[src/rtl/sd_spi_master_if.sv]
// Host-side register interface of the SD SPI master: transfer request, divider,
// chip-select strobe and completion status.
interface sd_spi_master_if #(
    parameter int unsigned DIV_WIDTH = 8
) ();
    logic                 start;
    logic [7:0]           tx_data;
    logic [DIV_WIDTH-1:0] clk_div;
    logic                 cs_we;
    logic [1:0]           cs_value;
    logic                 busy;
    logic                 done;
    logic [7:0]           rx_data;

    modport master (
        output start, tx_data, clk_div, cs_we, cs_value,
        input  busy, done, rx_data
    );

    modport slave (
        input  start, tx_data, clk_div, cs_we, cs_value,
        output busy, done, rx_data
    );
endinterface

[src/rtl/sd_spi_master.sv]
// Byte-oriented SPI mode-0 master for the SD/virtual-disk bus: full-duplex byte
// shift with programmable SCK half-period and two active-low chip selects.
module sd_spi_master #(
    parameter int unsigned DIV_WIDTH = 8
) (
    input  logic           bus_clk,
    input  logic           bus_reset_n,
    sd_spi_master_if.slave host,
    output logic [1:0]     sd_cs,
    output logic           sd_clock,
    output logic           sd_di,
    input  logic           sd_do
);
    // One extra bit so that clk_div = all-ones still gives D = 2^DIV_WIDTH.
    localparam int unsigned CW = DIV_WIDTH + 1;

    typedef enum logic [1:0] {StIdle, StLow, StHigh} state_e;

    state_e        state_q, state_d;
    logic [CW-1:0] div_q, div_d, cnt_q, cnt_d;
    logic [2:0]    bit_q, bit_d;
    logic [7:0]    tx_sr_q, tx_sr_d, rx_sr_q, rx_sr_d, rx_data_q, rx_data_d;
    logic [1:0]    cs_q, cs_d, pend_q, pend_d;
    logic          pend_vld_q, pend_vld_d;
    logic          sck_q, sck_d, mosi_q, mosi_d, done_q, done_d;
    logic          busy, phase_end;

    assign busy      = (state_q != StIdle);
    assign phase_end = (cnt_q == div_q - 1'b1);

    always_comb begin
        state_d    = state_q;
        div_d      = div_q;
        cnt_d      = cnt_q;
        bit_d      = bit_q;
        tx_sr_d    = tx_sr_q;
        rx_sr_d    = rx_sr_q;
        rx_data_d  = rx_data_q;
        cs_d       = cs_q;
        pend_d     = pend_q;
        pend_vld_d = pend_vld_q;
        sck_d      = sck_q;
        mosi_d     = mosi_q;
        done_d     = 1'b0;

        unique case (state_q)
            StIdle: begin
                if (host.start) begin
                    state_d = StLow;
                    div_d   = CW'(host.clk_div) + 1'b1;
                    cnt_d   = '0;
                    bit_d   = 3'd0;
                    tx_sr_d = host.tx_data;
                    mosi_d  = host.tx_data[7];
                end
            end
            StLow: begin
                if (phase_end) begin
                    state_d = StHigh;
                    sck_d   = 1'b1;
                    cnt_d   = '0;
                end else begin
                    cnt_d = cnt_q + 1'b1;
                end
            end
            StHigh: begin
                if (phase_end) begin
                    sck_d = 1'b0;
                    cnt_d = '0;
                    if (bit_q != 3'd7) begin
                        state_d = StLow;
                        bit_d   = bit_q + 1'b1;
                        tx_sr_d = {tx_sr_q[6:0], 1'b0};
                        mosi_d  = tx_sr_q[6];
                    end else begin
                        state_d   = StIdle;
                        mosi_d    = 1'b1;
                        rx_data_d = rx_sr_q;
                        done_d    = 1'b1;
                    end
                end else begin
                    cnt_d = cnt_q + 1'b1;
                end
            end
            default: state_d = StIdle;
        endcase

        // MISO is captured on the edge that opens the last HIGH cycle of each bit.
        if (state_d == StHigh && cnt_d == div_q - 1'b1) begin
            rx_sr_d = {rx_sr_q[6:0], sd_do};
        end

        if (host.cs_we && !busy) begin
            cs_d = host.cs_value;
        end else if (host.cs_we) begin
            pend_d     = host.cs_value;
            pend_vld_d = 1'b1;
        end

        // Deferred select lands together with done; a strobe on that same cycle wins.
        if (done_d) begin
            pend_vld_d = 1'b0;
            if (host.cs_we) begin
                cs_d = host.cs_value;
            end else if (pend_vld_q) begin
                cs_d = pend_q;
            end
        end
    end

    always_ff @(posedge bus_clk or negedge bus_reset_n) begin
        if (!bus_reset_n) begin
            state_q    <= StIdle;
            div_q      <= '0;
            cnt_q      <= '0;
            bit_q      <= 3'd0;
            tx_sr_q    <= 8'h00;
            rx_sr_q    <= 8'h00;
            rx_data_q  <= 8'h00;
            cs_q       <= 2'b00;
            pend_q     <= 2'b00;
            pend_vld_q <= 1'b0;
            sck_q      <= 1'b0;
            mosi_q     <= 1'b1;
            done_q     <= 1'b0;
        end else begin
            state_q    <= state_d;
            div_q      <= div_d;
            cnt_q      <= cnt_d;
            bit_q      <= bit_d;
            tx_sr_q    <= tx_sr_d;
            rx_sr_q    <= rx_sr_d;
            rx_data_q  <= rx_data_d;
            cs_q       <= cs_d;
            pend_q     <= pend_d;
            pend_vld_q <= pend_vld_d;
            sck_q      <= sck_d;
            mosi_q     <= mosi_d;
            done_q     <= done_d;
        end
    end

    assign sd_cs        = ~cs_q;
    assign sd_clock     = sck_q;
    assign sd_di        = mosi_q;
    assign host.busy    = busy;
    assign host.done    = done_q;
    assign host.rx_data = rx_data_q;
endmodule
[src/flat_wrapper.sv]
// flat-port wrapper written by rule: the top's interface ports become plain ports
module sd_spi_master_flat 
#(
    parameter int unsigned DIV_WIDTH = 8
)
  (bus_clk, bus_reset_n, sd_cs, sd_clock, sd_di, sd_do, host_start, host_tx_data, host_clk_div, host_cs_we, host_cs_value, host_busy, host_done, host_rx_data);
  sd_spi_master_if #(.DIV_WIDTH(DIV_WIDTH)) host_i ();
  input  logic bus_clk;
  input  logic bus_reset_n;
  output logic [1:0] sd_cs;
  output logic sd_clock;
  output logic sd_di;
  input  logic sd_do;
  input wire logic [$bits(host_i.start)-1:0] host_start;
  input wire logic [$bits(host_i.tx_data)-1:0] host_tx_data;
  input wire logic [$bits(host_i.clk_div)-1:0] host_clk_div;
  input wire logic [$bits(host_i.cs_we)-1:0] host_cs_we;
  input wire logic [$bits(host_i.cs_value)-1:0] host_cs_value;
  output wire logic [$bits(host_i.busy)-1:0] host_busy;
  output wire logic [$bits(host_i.done)-1:0] host_done;
  output wire logic [$bits(host_i.rx_data)-1:0] host_rx_data;
  assign host_i.start = host_start;
  assign host_i.tx_data = host_tx_data;
  assign host_i.clk_div = host_clk_div;
  assign host_i.cs_we = host_cs_we;
  assign host_i.cs_value = host_cs_value;
  assign host_busy = host_i.busy;
  assign host_done = host_i.done;
  assign host_rx_data = host_i.rx_data;
  sd_spi_master #(.DIV_WIDTH(DIV_WIDTH)) u_core (.bus_clk(bus_clk), .bus_reset_n(bus_reset_n), .host(host_i), .sd_cs(sd_cs), .sd_clock(sd_clock), .sd_di(sd_di), .sd_do(sd_do));
endmodule
[config.mk]
export PLATFORM = sky130hd
export DESIGN_NAME = sd_spi_master_flat
export DESIGN_NICKNAME = d
export VERILOG_FILES = /design/src/rtl/sd_spi_master_if.sv /design/src/rtl/sd_spi_master.sv /design/src/flat_wrapper.sv
export SDC_FILE = /design/constraint.sdc
export NUM_CORES = 1
export LEC_CHECK = 0
export CAP_MARGIN = 25
export CORE_ASPECT_RATIO = 0.6
export CORE_MARGIN = 2
export CORE_UTILIZATION = 45
export CTS_BUF_LIST = sky130_fd_sc_hd__clkbuf_8
export DETAILED_ROUTE_END_ITERATION = 6
export PLACE_DENSITY = 0.66
export SETUP_SLACK_MARGIN = 0.02
export SYNTH_ARGS = -nofsm -noshare
export SYNTH_HDL_FRONTEND = slang
export SYNTH_SLANG_ARGS = --single-unit
[constraint.sdc]
create_clock -name bus_clk -period 5.4 [get_ports bus_clk]
set_input_delay 1.08 -clock bus_clk [delete_from_list [all_inputs] [get_ports bus_clk]]
set_output_delay 1.08 -clock bus_clk [all_outputs]
set_load 0.03 [all_outputs]
==> impl_metrics.json, run 1 <==
{
  "status": "finished clean",
  "synth_edf_count": 0,
  "portBuffers": 36,
  "place_hpwl_mm": 6.154,
  "nFillCells": 686,
  "timing.final.hold_violations": 0,
  "htreeDepth": 2,
  "drive_gt1_share_pct": 10.80,
  "finalCriticalPeriod_ns": 4.601,
  "cts_resized": 0,
  "die_area_um2": 8382,
  "rows": 24,
  "totalPowerFinal_w": 0.001954,
  "fin_crit_sh_pct": 85.20,
  "setup.worst_path.start": "u_core.div_q[0]",
  "routedWlPerCell_um": 16.40,
  "setup_viol": 0,
  "die_w_um": 116.9,
  "gp_congestion": 0.9297,
  "most-common-layout-cells": "dfrtp_1 (53), nand2_1 (52), clkdlybuf4s50_1 (35)",
  "netlist_instances": 371,
  "final_common_cell": "dfrtp_1",
  "syn_avg_cell_area_um2": 9.271,
  "ys.flop_type": "dfrtp_1",
  "syn2layout_area_growth_pct": 14.77,
  "critPathKind": "flip-flop to flip-flop",
  "cts_setup_buffers": 0,
  "antenna_cells": 0,
  "async_flop_share_pct": 100.0,
  "vias": 2848,
  "netlist_area_um2": 3440,
  "numCtsBuffers": 5,
  "die_h_um": 71.72,
  "start_kind": "flip-flop",
  "yosys_register_bits": 54,
  "clock_skew_ns": 0.005887,
  "reg2reg_from": "u_core.div_q[0]",
  "worstSetupEndpoint": "u_core.rx_sr_q[6]",
  "placedCellCount": 494,
  "end_kind": "flip-flop",
  "crit_arrival_ns": 4.82,
  "io-pin-count": 37,
  "ys_seq_area_share_pct": 39.32,
  "grt_pass1_wl_mm": 13.94,
  "rr_worst_depth": 12,
  "ant_nets": 0,
  "power.ir.vdd_worst_v": 0.0001888,
  "setup_tns_ns": 0,
  "groute.usage.overall_pct": 21.74,
  "grt_setup_unrepaired": "false",
  "slew_violations": 0,
  "p_per_area_nw_per_um2": 495.1,
  "grt_overflow": 0,
  "cts_tree": "done",
  "finalNetCount": 429,
  "dr.pass1.iters": 4,
  "via_per_inst": 5.673,
  "clock_sinks": 54,
  "worstHoldPathType": "flip-flop to flip-flop",
  "cts.clk_slew.worst_paths_ns": 0.11,
  "r2r_setup_slack_ns": 0.80,
  "worstMarginPinSlew_ns": 0.8557,
  "core_area_um2": 7327,
  "antenna_found_initial": 0,
  "drc": 0,
  "crit_fanout": 10,
  "grt_max_degree": 55,
  "grt_pass1_vias": 2709,
  "synth_nets": 403,
  "relSlewSlack_pct": 42.74,
  "drt_iter0_markers": 229,
  "hold_buffers": 0,
  "drt_wl_total_mm": 8.234,
  "ys.warnings.count": 0,
  "regToRegEndpoint": "u_core.rx_sr_q[6]",
  "clock.fmax_mhz": 217.3,
  "clk_latency_ns": 0.33,
  "floorplan.initialDensity_pct": 46.94,
  "cts_root_buf": "clkbuf_8",
  "cp.required_ns": 5.62,
  "drv_cap": 0,
  "holdWs_ns": 0.4929,
  "cts_buffer_depth": 2,
  "synth.distinct_cells": 62,
  "stdcell_count": 502,
  "p_leak_nw": 1.679
}
==> cells by family after synthesis <==
family / synth area share, %
AOI/OAI and AO/OA: 18.19
xor gates and xnor gates: 5.348
adders and majority gates: 3.274
buffers and inverters: 3.820
DFF: 39.32
muxes: 9.494
and+or+nand+nor: 20.55
==> critical path, stage by stage (launching register included) <==
cell	delay, ns
dfrtp_1	0.47
inv_1	0.14
ha_1	0.27
nor3b_2	0.57
mux2i_1	0.27
o22ai_1	0.19
nor2_1	0.69
o21ai_4	0.21
o311ai_1	0.55
nand3b_1	0.13
a31oi_1	0.36
o2111ai_4	0.26
mux2_1	0.37
==> how the worst min path moves through the flow <==
stage / slack (ns) / cells past startpoint / from / end
after floorplan: 0.45 / 2 / u_core.tx_sr_q[0] / u_core.tx_sr_q[0]
after global routing: 0.53 / 2 / u_core.tx_sr_q[3] / u_core.tx_sr_q[3]
after global placement: 0.46 / 2 / u_core.tx_sr_q[4] / u_core.tx_sr_q[4]
final: 0.49 / 2 / u_core.tx_sr_q[3] / u_core.tx_sr_q[3]
after detailed placement: 0.47 / 2 / u_core.tx_sr_q[3] / u_core.tx_sr_q[3]
after CTS: 0.50 / 2 / u_core.tx_sr_q[3] / u_core.tx_sr_q[3]
==> metal layers <==
metal	track usage, %	up-vias	share of wire [%]
met1	35.34	1336	51
li1	-	1401	-
met3	6.937	10	11
met4	5.098	0	1.1
met5	0	-	0
met2	27.23	101	37
==> power breakdown <==
| group | switching [W] | total (W) | leakage [nW] | internal (W) |
|---|---|---|---|---|
| Combinational | 0.000606 | 0.00102 | 0.929 | 0.000417 |
| Sequential | 0.000166 | 0.000680 | 0.699 | 0.000514 |
| Clock | 0.000154 | 0.000251 | 0.0502 | 0.0000965 |
| Total | 0.000927 | 0.00195 | 1.68 | 0.00103 |
==> cell usage after synthesis (9+ instances only) <==
cell | instances | area share [%]
clkbuf_1 | 11 | 1.2
dfrtp_1 | 53 | 39
ha_1 | 9 | 3.3
inv_1 | 13 | 1.4
mux2_2 | 17 | 5.6
mux2i_1 | 9 | 2.6
nand2_1 | 52 | 5.7
nand3_1 | 10 | 1.5
nor2_1 | 22 | 2.4
nor3_1 | 9 | 1.3
o21ai_0 | 25 | 3.6
xnor2_1 | 14 | 3.6
==> layout make-up <==
type	instances	area [µm²]	share of cell area (%)
repair buffers	37	362.8	9.192
clock inverters	3	28.78	0.7290
multi-input cells	286	1956	49.54
clock buffers	5	68.82	1.743
inverters	13	48.80	1.236
well taps	104	130.1	3.296
flip-flops and latches	54	1353	34.26
==> metrics by stage <==
| step | area [µm²] | util [%] | setup WS [ns] |
|---|---|---|---|
| 6_report | 3948 | 53.88 | 0.7990 |
| 5_1_grt | 3948 | 53.88 | 0.3914 |
| 4_1_cts | 3948 | 53.88 | 0.8733 |
| 3_5_place_dp | 3850 | 52.54 | 0.9079 |
| 3_3_place_gp | 3850 | 52.54 | 1.118 |
| 2_1_floorplan | 3440 | - | 1.695 |
==> registers in the layout, indices dropped and copies added, names as in the netlist <==
signal and flops:
u_core.state_q 2, u_core.div_q 9, u_core.bit_q 3, u_core.tx_sr_q 7
u_core.host.rx_data 8, u_core.sd_clock 1, u_core.rx_sr_q 8, u_core.pend_vld_q 1
u_core.host.done 1, u_core.sd_di 1, u_core.cnt_q 9, u_core.pend_q 2
u_core.cs_q 2
(Power assumes the default switching activity.)
==> inputs of run 2 (changes only) <==
Settings changed: CORE_ASPECT_RATIO 0.6 to unset.
==> run 2 against run 1 <==
Highest routed layer unchanged. Global-route usage fell by 3.1 points. Clock-buffer cell count did not move. Cell area rose by 0.35%. Via count rose by 0.39%.
==> impl_metrics.json, run 2 (same netlist as run 1, synthesis figures left out) <==
{
  "die_area_um2": 8359,
  "floorplan.initialDensity_pct": 46.92,
  "cts_resized": 0,
  "die_w_um": 91.43,
  "end_kind": "flip-flop",
  "finalCriticalPeriod_ns": 4.595,
  "setup.worst_path.start": "u_core.div_q[0]",
  "min-delay-start": "u_core.tx_sr_q[3]",
  "reg2reg_from": "u_core.div_q[0]",
  "totalPowerFinal_w": 0.001974,
  "most-common-layout-cells": "dfrtp_1 (53), nand2_1 (52), clkdlybuf4s50_1 (35)",
  "cts_tree": "done",
  "syn2layout_area_growth_pct": 15.17,
  "routedWlPerCell_um": 15.27,
  "die_h_um": 91.43,
  "critPathKind": "flip-flop to flip-flop",
  "clock_skew_ns": 0.006234,
  "clock.fmax_mhz": 217.6,
  "vias": 2859,
  "drc": 0,
  "start_kind": "flip-flop",
  "dr.pass1.iters": 4,
  "io-pin-count": 37,
  "rows": 31,
  "grt_overflow": 0,
  "grt_max_degree": 55,
  "drive_gt1_share_pct": 10.80,
  "cts_root_buf": "clkbuf_8",
  "timing.final.hold_violations": 0,
  "slew_violations": 0,
  "grt_setup_unrepaired": "false",
  "grt_pass1_vias": 2576,
  "setup_viol": 0,
  "hold_buffers": 0,
  "p_per_area_nw_per_um2": 498.3,
  "setup_tns_ns": 0,
  "cp.required_ns": 5.60,
  "gp_congestion": 0.9050,
  "cts_buffer_depth": 2,
  "worstMarginPinSlew_ns": 0.7932,
  "worstHoldPathType": "flip-flop to flip-flop",
  "fin_crit_sh_pct": 85.10,
  "largestRegisters": "u_core.cnt_q (9), u_core.div_q (9)",
  "drt_iter0_markers": 195,
  "crit_fanout": 10,
  "relSlewSlack_pct": 46.93,
  "htreeDepth": 2,
  "p_leak_nw": 1.685,
  "portBuffers": 36,
  "ant_nets": 0,
  "crit_arrival_ns": 4.80,
  "cts_setup_buffers": 0,
  "status": "finished clean",
  "final_common_cell": "dfrtp_1",
  "place_hpwl_mm": 5.704,
  "finalNetCount": 429,
  "grt_pass1_wl_mm": 12.69,
  "groute.usage.overall_pct": 18.66,
  "drt_wl_total_mm": 7.589,
  "cts.clk_slew.worst_paths_ns": 0.11,
  "power.ir.vdd_worst_v": 0.0002126,
  "clock_sinks": 54,
  "antenna_found_initial": 0,
  "via_per_inst": 5.753,
  "clk_latency_ns": 0.31,
  "antenna_cells": 0,
  "drv_cap": 0,
  "core_area_um2": 7331,
  "numCtsBuffers": 5
}
run 2: routing by layer:
metal | GRT usage [%] | wire length, µm | vias up | part of all wire, %
met5 | 0 | 0 | - | 0
met3 | 2.324 | 263 | 11 | 3.5
met4 | 4.545 | 97 | 0 | 1.3
met1 | 26.18 | 3600 | 1382 | 47
li1 | - | - | 1396 | -
met2 | 30.64 | 3627 | 70 | 48
run 2: where the power goes:
part / internal, W / switching, W / total (W)
clock: 0.000142 / 0.000149 / 0.000290
sequential: 0.000514 / 0.000160 / 0.000674
combinational: 0.000417 / 0.000592 / 0.00101
run 2: worst paths after layout:
kind / endpoint / slack (ns) / depth (start not counted)
worst max-delay path: u_core.rx_sr_q[1] / 0.80 / 12
min in group asynchronous: u_core.div_q[8] / 0.87 / 2
worst max register to register: u_core.rx_sr_q[1] / 0.80 / 12
worst min-delay path: u_core.tx_sr_q[3] / 0.50 / 2
worst min register to register: u_core.tx_sr_q[3] / 0.50 / 2
max in group asynchronous: u_core.host.rx_data[2] / 4.07 / 2
run 2: cell type report:
cell class / count / area (µm²)
Fill cell: 666 / 3369
Multi-Input combinational cell: 286 / 1956
Sequential cell: 54 / 1353
Timing Repair Buffer: 37 / 362.8
Tap cell: 99 / 123.9
Clock buffer: 5 / 68.82
Clock inverter: 3 / 48.80
Inverter: 13 / 48.80
run 2: critical path: stages (launching register included):
cell       delay (ns)
dfrtp_1          0.47
inv_1            0.13
ha_1             0.27
nor3b_2          0.57
mux2i_1          0.27
o22ai_1          0.20
nor2_1           0.65
o21ai_4          0.22
o311ai_1         0.60
nand3b_1         0.14
a31oi_1          0.32
o2111ai_4        0.26
mux2_1           0.37
run 2: through the flow:
| step | utilization (%) | setup slack [ns] | hold slack [ns] | cell area (µm²) | std cells |
|---|---|---|---|---|---|
| 2_1_floorplan | - | 1.695 | 0.4496 | 3440 | 371 |
| 3_3_place_gp | 52.43 | 1.110 | 0.4666 | 3844 | 489 |
| 3_5_place_dp | 52.43 | 0.9593 | 0.4815 | 3844 | 489 |
| 4_1_cts | 54.04 | 0.8825 | 0.5056 | 3961 | 497 |
| 5_1_grt | 54.04 | 0.4643 | 0.5378 | 3961 | 497 |
| 6_report | 54.04 | 0.8045 | 0.5008 | 3961 | 497 |
